--- config.mk ---
export PLATFORM = sky130hd
export DESIGN_NAME = byte_strip_n
export DESIGN_NICKNAME = d
export VERILOG_FILES = /design/src/rtl/byte_strip_n.sv
export SDC_FILE = /design/constraint.sdc
export NUM_CORES = 1
export LEC_CHECK = 0
export CAP_MARGIN = 20
export CELL_PAD_IN_SITES_DETAIL_PLACEMENT = 1
export CELL_PAD_IN_SITES_GLOBAL_PLACEMENT = 1
export CORE_UTILIZATION = 30
export CTS_CLUSTER_SIZE = 24
export DETAILED_ROUTE_END_ITERATION = 8
export GPL_TIMING_DRIVEN = 0
export PLACE_DENSITY_LB_ADDON = 0.1
export SYNTH_ARGS = -nofsm -noshare
export SYNTH_HDL_FRONTEND = slang
export SYNTH_HIERARCHICAL = 1
export SYNTH_SLANG_ARGS = --single-unit
--- constraint.sdc ---
create_clock -name clk_f -period 2.5 [get_ports clk_f]
set_clock_uncertainty 0.1 [all_clocks]
set_input_delay 0.625 -clock clk_f [delete_from_list [all_inputs] [get_ports clk_f]]
set_output_delay 0.625 -clock clk_f [all_outputs]
set_load 0.005 [all_outputs]
--- src/rtl/byte_strip_n.sv ---
// byte_strip_n: round-robin striper of one word stream across LANES output lanes,
// with group staging, backpressure and partial-group flush. Optional parity via BYTE_STRIP_PARITY_EN.

module byte_strip_lane #(
  parameter int DATA_W = 32
) (
  input  logic              clk_f,
  input  logic              reset_L,
  input  logic              wr,       // stage the incoming word without loading the bank
  input  logic              take_in,  // incoming word belongs to this lane on a bank load
  input  logic              load,
  input  logic              rel,
  input  logic [DATA_W-1:0] data_in,
  output logic              mask_q,
  output logic [DATA_W-1:0] lane_q,
  output logic              vld_q
`ifdef BYTE_STRIP_PARITY_EN
  ,
  output logic              parity_q
`endif
);

  logic [DATA_W-1:0] stage_q;
  logic [DATA_W-1:0] bank_nxt;

  // Unfilled lanes of a flushed group carry zero data.
  always_comb begin
    bank_nxt = '0;
    if (take_in)     bank_nxt = data_in;
    else if (mask_q) bank_nxt = stage_q;
  end

  always_ff @(posedge clk_f or negedge reset_L) begin
    if (!reset_L) begin
      stage_q <= '0;
      mask_q  <= 1'b0;
      lane_q  <= '0;
      vld_q   <= 1'b0;
    end else begin
      if (wr) begin
        stage_q <= data_in;
        mask_q  <= 1'b1;
      end
      if (load) begin
        lane_q <= bank_nxt;
        vld_q  <= take_in | mask_q;
        mask_q <= 1'b0;
      end else if (rel) begin
        vld_q  <= 1'b0;
      end
    end
  end

`ifdef BYTE_STRIP_PARITY_EN
  always_ff @(posedge clk_f or negedge reset_L) begin
    if (!reset_L)  parity_q <= 1'b0;
    else if (load) parity_q <= ^bank_nxt;
  end
`endif

endmodule

module byte_strip_n #(
  parameter int DATA_W = 32,
  parameter int LANES  = 2,
  parameter int PTR_W  = $clog2(LANES)
) (
  input  logic                    clk_f,
  input  logic                    reset_L,
  input  logic                    valid_in,
  input  logic [DATA_W-1:0]       data_in,
  output logic                    in_ready,
  input  logic                    flush_in,
  input  logic                    out_ready,
  output logic [LANES*DATA_W-1:0] lanes_out,
  output logic [LANES-1:0]        valid_out
`ifdef BYTE_STRIP_PARITY_EN
  ,
  output logic [LANES-1:0]        parity_out
`endif
);

  logic [PTR_W-1:0]              ptr;
  logic [LANES-1:0]              stage_mask;
  logic [LANES-1:0]              vld_w;
  logic [LANES-1:0][DATA_W-1:0]  lane_q;
  logic bank_free, last, accept, complete, flush_take, load, release_bank;

  assign bank_free    = (vld_w == '0) || out_ready;
  assign last         = (ptr == PTR_W'(LANES-1));
  assign in_ready     = !((last || flush_in) && !bank_free);
  assign accept       = valid_in && in_ready;
  assign complete     = accept && last;
  // An empty flush with no incoming word must not disturb the bank.
  assign flush_take   = flush_in && bank_free && ((stage_mask != '0) || accept);
  assign load         = complete || flush_take;
  assign release_bank = bank_free && !load;

  assign lanes_out = lane_q;
  assign valid_out = vld_w;

  always_ff @(posedge clk_f or negedge reset_L) begin
    if (!reset_L)    ptr <= '0;
    else if (load)   ptr <= '0;
    else if (accept) ptr <= ptr + PTR_W'(1);
  end

  for (genvar k = 0; k < LANES; k++) begin : g_lane
    logic sel;
    assign sel = (ptr == PTR_W'(k));

    byte_strip_lane #(.DATA_W(DATA_W)) u_lane (
      .clk_f    (clk_f),
      .reset_L  (reset_L),
      .wr       (accept && sel && !load),
      .take_in  (accept && sel),
      .load     (load),
      .rel      (release_bank),
      .data_in  (data_in),
      .mask_q   (stage_mask[k]),
      .lane_q   (lane_q[k]),
      .vld_q    (vld_w[k])
`ifdef BYTE_STRIP_PARITY_EN
      ,
      .parity_q (parity_out[k])
`endif
    );
  end

endmodule

# Word level (Yosys, flattened, before mapping)
# Cells that the tools add are included.
[totals]
register_bits = 133
elab_cells = 48
output_inout_bits = 67
in_bits = 37
[op_classes]
mux = 13
addsub = 1
bitwise_logic = 3
n_reduce_logical = 22
[op_table]
columns = ["op", "n"]
rows = [
  ["$mux W32", 4],
  ["$reduce_bool A2 Y1", 5],
  ["$logic_and A1 B1 Y1", 9],
  ["$mux W1", 9],
  ["$logic_or A1 B1 Y1", 4],
  ["$logic_not A1 Y1", 3],
  ["$logic_not A2 Y1", 1],
  ["$or A1 B1 Y1", 2],
  ["$add A1 B1 Y1 const B", 1],
  ["$not A1 Y1", 1],
]

# Logic depth before layout (Yosys ltp)
# Gate-level depths: netlist of run 1.
[logic_depth]
word_depth = 13
depth_mapped = 6
mapped_depth_nobuf = 5

# Modules after synthesis
# Netlist of run 1, hierarchy kept.
[by_module_without_submodules]
columns = ["mod", "area_per_inst_um2", "cells_each", "seq_area_each_um2", "instances"]
rows = [
  ["byte_strip_lane", 2990.4, 253, 1651.6, 2],
  ["byte_strip_n", 123.9, 18, 25.0, 1],
]

# Worst setup path after synthesis of run 1
# OpenSTA, ideal clock, no wires.
[synth_timing]
kind = "input to register"
from = "input out_ready"
to = "register g_lane[0].u_lane.lane_q[15]"
t_required_ns = 2.270
n_path_buf = 2
stages = 5
path_slack_ns = 0.535
setup_ns = 0.130
arrival_time_ns = 1.735
cell_sequence = "o21ba_4 nor3_1 buf_2 buf_2 a31oi_1"
[synth_between]
elab_chain_len = 8
elab_cells_between_ends = 12
classes_between = "1 x mux; 11 x reduce/logical"
[synth_lines]
columns = ["element", "line_no", "source"]
rows = [
  ["start, declared", "74", "input logic out_ready,"],
  ["$logic_or A1 B1 Y1 (*)", "89", "assign bank_free = (vld_w == '0) || out_ready;"],
  ["$logic_not A1 Y1", "91", "assign in_ready = !((last || flush_in) && !bank_free);"],
  ["$logic_and A1 B1 Y1", "91", ""],
  ["$logic_not A1 Y1", "91", ""],
  ["$logic_and A1 B1 Y1", "92", "assign accept = valid_in && in_ready;"],
  ["$logic_or A1 B1 Y1", "95", "assign flush_take = flush_in && bank_free && ((stage_mask != '0) || accept);"],
  ["$logic_and A1 B1 Y1", "95", ""],
  ["$logic_or A1 B1 Y1 (*)", "96", "assign load = complete || flush_take;"],
  ["net load", "87", "logic bank_free, last, accept, complete, flush_take, load, release_bank;"],
  ["end signal, assigned", "45", "lane_q <= bank_nxt;"],
  ["end, declared", "15", "output logic [DATA_W-1:0] lane_q,"],
]
# Mark *: on every way through the listed nets, which the timed path passes. The rest lies on a longest branch.
# A chain may end at the register's enable or synchronous reset.

# Final worst setup path of run 1
[layout_timing]
from = "input out_ready"
to = "output in_ready"
[layout_between]
elab_chain_len = 4
[layout_lines]
columns = ["element", "line_no", "source"]
rows = [
  ["$logic_or A1 B1 Y1", "89", ""],
  ["$logic_not A1 Y1", "91", ""],
  ["$logic_and A1 B1 Y1", "91", ""],
  ["$logic_not A1 Y1", "91", ""],
  ["end, declared", "72", "output logic in_ready,"],
]
# Every way passes these cells.

==> metrics.csv, run 1 <==
metric;value;unit
WL/cell;19.28;µm
Post-synth ARST share;1.000;
first-pass GRT wire length;28.61;mm
cell taking the most area after synthesis;dfrtp_1;
diode count;0;
Overflow after GRT;0;
P_int;0.006606;W
CP bufs+invs;2;
TritonCTS Buffers;17;
post-layout util;0.4107;
Setup crit end kind;primary output;
full die area;20920;µm²
Syn Inst Count;524;
period utilization;0.9525;
WP data arrival;1.66;ns
routability cong.;0.7293;
slowest stage delay, CP;0.40;ns
crit path max fanout;6;
Seq pwr share;0.362;
syn_nets;561;
die span in x;144.7;µm
Via density;4.800;
leakage;3.399;nW
critical path startpoint category;input port;
post-synthesis sequential area ratio;0.5452;
CTS H-tree lvls;4;
clk root buf;clkbuf_16;
unrepaired setup endpoints after global routing;no;
Cell Chain, Critical Path;clkdlybuf4s50_1 -> o21ba_4 -> o21ai_1 -> dlygate4sd2_1;
CP delay by family, top;buffers and inverters;
achievable frequency;419.9;MHz
# setup viols final;0;
gr usage total;0.1858;
Logic pwr share;0.376;
Net Sw Frac;0.3188;
FF+latch count, synth;133;
die height;144.7;µm
Clock Sink Count;133;
Crit Path Category;input port to primary output;
post-route ant nets;0;
Mean Syn Cell Area;11.65;µm²
metal1 wirelength;8.434;mm
final wirelength;17.85;mm
Main synth FF type;dfrtp_1;
R2R Setup Slk;0.43;ns
number of synthesized flops with an enable pin;0;
hold crit path type;input port to asynchronous set/reset pin;
largest net degree at the start of global routing;73;
metal2 WL;8.659;mm
# IOs;104;
final hold violation count;0;
clock tree buffer depth;2;
PwrDens;1197;nW/µm²
count of pins over their slew limit;0;
Worst VDD drop;0.4611;mV
largest cells by area after synthesis;dfrtp_1 55%, mux2_4 14%, nand3b_1 7.9%;
input/output buffers;103;
Max-Slew Margin vs Limit;0.5749;
Final #Nets;685;
synthesized area;6105;µm²
Net Sw Power;0.003091;W
drt initial violations;147;
Remaining DRCs;0;
Layout area overhead;32.67;%
vias;4445;
post-synth top area share;0.5452;
Std-Cell Rows;51;
area of the core;19720;µm²
Post-synth top cells;133 x dfrtp_1, 74 x nor2_1, 65 x nand2_1;
WP data required;1.77;ns
status;finished, final reports clean;
vias in the first global route;4913;
post-synth cell types;19;
proportion of layout cells with a drive suffix above 1;0.2148;
initial antenna violation count;0;
Final HPWL DP;12.04;mm
met3 WL;590;µm
most frequent cell after synthesis;dfrtp_1;
Clk pwr share;0.262;
synth warn;6;
filler instances;2143;
worst slew pin tran;0.6377;ns
clock transition at the registers of the reported paths;0.06;ns
CTS tree;built;
Max Used Layer;met4;
Tmin final;2.381;ns
Skew-Pair Late Insertion Delay;0.41;ns
Hold Slack;0.1036;ns
Initial Util;0.3096;
hold_buf cts;0;
slowest CP cell;clkdlybuf4s50_1;
Max Cap Violations;0;
Pre-antenna DRT Iters;4;
## layout by cell type, fill, tap and decap left out, types with 3 or more instances in the layout
master / n
clkinv_2: 4
mux2_2: 6
clkdlybuf4s50_1: 101
dfrtp_1: 133
bufinv_16: 3
buf_2: 18
mux2_4: 58
nor2_1: 74
clkbuf_16: 17
a31oi_1: 64
clkbuf_1: 4
buf_4: 11
nand2b_1: 3
nand2_1: 65
nand3b_1: 64
buf_6: 15
o21ai_0: 4
## per-stage QoR
stage | instance area, µm² | instances | power [W] | setup TNS [ns] | setup slack, ns
final | 8099 | 926 | 0.009696 | 0 | 0.1188
after global routing | 8099 | 926 | 0.01034 | 0 | 0.06848
after CTS | 8097 | 926 | 0.009840 | 0 | 0.1081
after detailed placement | 7503 | 894 | 0.007240 | -13.33 | -0.3039
after global placement | 7467 | 892 | 0.007113 | -705.86 | -4.889
after floorplan | 6105 | 524 | 0.005230 | 0 | 0.5351
## cell type report
type                    count  area, µm²  share of cell area
plain buffers              44      332.8             0.04109
clock buffers              23      467.9             0.05778
clock inverters             9      126.4             0.01560
multi-input cells         347       2446              0.3020
flip-flops and latches    133       3328              0.4109
well taps                 265      331.6             0.04094
repair buffers            105       1066              0.1316
## kinds of logic (layout without fill, tap and decap cells)
kind of cell    Yosys count  in the layout  synth area share
simple gates            208            208            0.1689
flops                   133            133            0.5452
compound gates           74             74           0.07747
mux                      64             64            0.1537
buf+inv                  44            181           0.05411
other cells               1              1         0.0006143
## power groups by stage
stage	combinational [W]	sequential [W]	clock (W)
after floorplan	0.00179	0.00344	0
after global routing	0.00403	0.00361	0.00269
after detailed placement	0.00370	0.00354	0
after global placement	0.00360	0.00352	0
after CTS	0.00372	0.00352	0.00260
final	0.00364	0.00351	0.00254
## flip-flops by register name, summed over array words and instances, names as in the netlist
name                   cells
g_lane.sel                 1
g_lane.u_lane/lane_q      64
g_lane.u_lane/mask_q       2
g_lane.u_lane/stage_q     64
g_lane.u_lane/vld_q        2
## final timing paths
check,start,endpoint,cells past startpoint
worst min register to register,g_lane[1].u_lane/stage_q[31],g_lane[1].u_lane/stage_q[31],1
worst max register to register,g_lane[1].u_lane/vld_q,g_lane[1].u_lane/lane_q[21],6
worst max-delay path,out_ready,in_ready,4
min in group clk_f,g_lane[1].u_lane/stage_q[31],g_lane[1].u_lane/stage_q[31],1
max in group asynchronous,reset_L,g_lane[0].u_lane/lane_q[15],2
worst min-delay path,reset_L,g_lane[1].u_lane/lane_q[31],1
## repair_timing
action,in CTS,in global routing
setup buffers,0,0
endpoints found under the setup margin,1,3
gates resized for setup,2,4
## routing by layer
layer  track usage  vias to the layer above
li1              -                     2073
met1        0.2501                     2273
met2        0.3021                       87
met3       0.04146                       12
met4       0.04598                        0
met5             0                        -
Power figures use the tool's default switching activity.
==> run 2: changes to the inputs <==
Settings changed: CORE_UTILIZATION 30 to 42.
==> metrics.csv, run 2 (synthesis gave the netlist of run 1 again) <==
metric;value;unit
status;finished, final reports clean;
period utilization;0.9509;
diode count;0;
Clock Sink Count;133;
Post-CTS Setup Bufs;0;
Initial Util;0.4347;
routability cong.;0.7559;
Max-Slew Margin vs Limit;0.5371;
Skew-Pair Late Insertion Delay;0.42;ns
final hold violation count;0;
slowest CP cell;clkdlybuf4s50_1;
drt initial violations;220;
commonest non-fill, non-tap cell in the layout;dfrtp_1;
critical path startpoint category;input port;
final wirelength;17.19;mm
area of the core;14040;µm²
achievable frequency;420.7;MHz
largest net degree at the start of global routing;69;
initial antenna violation count;0;
# setup viols final;0;
die height;122.6;µm
first-pass GRT wire length;27.39;mm
Tmin final;2.377;ns
TritonCTS Buffers;17;
largest registers;g_lane.u_lane/lane_q: 64 flops, g_lane.u_lane/stage_q: 64 flops;
Pre-antenna DRT Iters;4;
setup TNS;0;ns
full die area;15020;µm²
# IOs;104;
post-route ant nets;0;
post-CTS sizing;1;
slowest stage delay, CP;0.40;ns
clock transition at the registers of the reported paths;0.05;ns
hold_buf cts;0;
Remaining DRCs;0;
gr usage total;0.2474;
CTS H-tree lvls;4;
PwrDens;1184;nW/µm²
hold crit path type;input port to asynchronous set/reset pin;
WP data arrival;1.65;ns
unrepaired setup endpoints after global routing;no;
Final HPWL DP;11.34;mm
clk root buf;clkbuf_16;
Crit Path Category;input port to primary output;
Setup crit end kind;primary output;
commonest non-fill, non-tap cells in the layout;133 x dfrtp_1, 101 x clkdlybuf4s50_1, 74 x nor2_1;
Max Cap Violations;0;
leakage;3.358;nW
Via density;5.416;
Cell Chain, Critical Path;clkdlybuf4s50_1 -> o21ba_4 -> o21ai_0 -> dlygate4sd2_1;
CTS tree;built;
Std-Cell Rows;43;
WL/cell;20.49;µm
die span in x;122.6;µm
vias;4544;
Overflow after GRT;0;
WP data required;1.77;ns
Final #Nets;685;
worst slew pin tran;0.6944;ns
vias in the first global route;4950;
Layout area overhead;29.70;%
clock tree buffer depth;2;
input/output buffers;103;
Power Total;0.009373;W
crit path max fanout;6;
proportion of layout cells with a drive suffix above 1;0.2079;
count of pins over their slew limit;0;
Worst VDD drop;0.5391;mV
-- run 2: cell types whose count changed in the layout (fill, tap and decap cells not counted), sizes merged --
cell and change:
clkbuf +3, bufinv -3, clkinv -2
-- run 2: through the flow --
stage                     instances  hold slack (ns)  instance area, µm²  setup WS, ns  utilization
after detailed placement        809           0.3963                7397       -0.2492       0.5268
after CTS                       839           0.1316                7918        0.1131       0.5638
after floorplan                 524           0.2294                6105        0.5351            -
after global routing            839           0.1586                7918       0.02528       0.5638
final                           839           0.1059                7918        0.1229       0.5638
after global placement          807           0.3904                7361        -4.698       0.5242
-- run 2: final timing paths --
path                                              start                            to  slack, ns  cells past startpoint
setup / recovery                              out_ready                      in_ready       0.12                      4
hold / removal                                  reset_L   g_lane[1].u_lane/stage_q[2]       0.11                      1
min in group clk_f         g_lane[0].u_lane/stage_q[15]  g_lane[0].u_lane/stage_q[15]       0.41                      1
setup reg to reg                 g_lane[1].u_lane/vld_q        g_lane[0].u_lane/vld_q       0.41                      6
max in group asynchronous                       reset_L  g_lane[0].u_lane/stage_q[21]       1.42                      2
hold reg to reg            g_lane[0].u_lane/stage_q[15]  g_lane[0].u_lane/stage_q[15]       0.41                      1
-- run 2: cell type report --
| class | instances | area [µm²] |
|---|---|---|
| plain buffers | 44 | 330.3 |
| clock buffers | 26 | 499.2 |
| clock inverters | 4 | 22.52 |
| fillers | 1487 | 6125 |
| multi-input cells | 347 | 2446 |
| flip-flops and latches | 133 | 3328 |
| well taps | 180 | 225.2 |
| repair buffers | 105 | 1066 |
-- run 2: report_power, final --
group	total (W)	internal [W]	leakage, nW	switching [W]
logic	0.00364	0.00201	1.54	0.00164
registers	0.00350	0.00298	1.56	0.000524
clock network	0.00223	0.00136	0.256	0.000871
total	0.00937	0.00634	3.36	0.00303
-- run 2: per-layer routing --
layer | up-vias | track usage | routed length (µm)
li1 | 2073 | - | -
met1 | 2361 | 0.3153 | 7651
met2 | 92 | 0.4249 | 8786
met3 | 18 | 0.04414 | 544
met4 | 0 | 0.07851 | 210
met5 | - | 0 | 0
-- run 2: critical path: cells and delay by family --
kind | cells | cell delay, ns
AO/OA/AOI/OAI | 2 | 0.35
buffers and inverters | 2 | 0.67
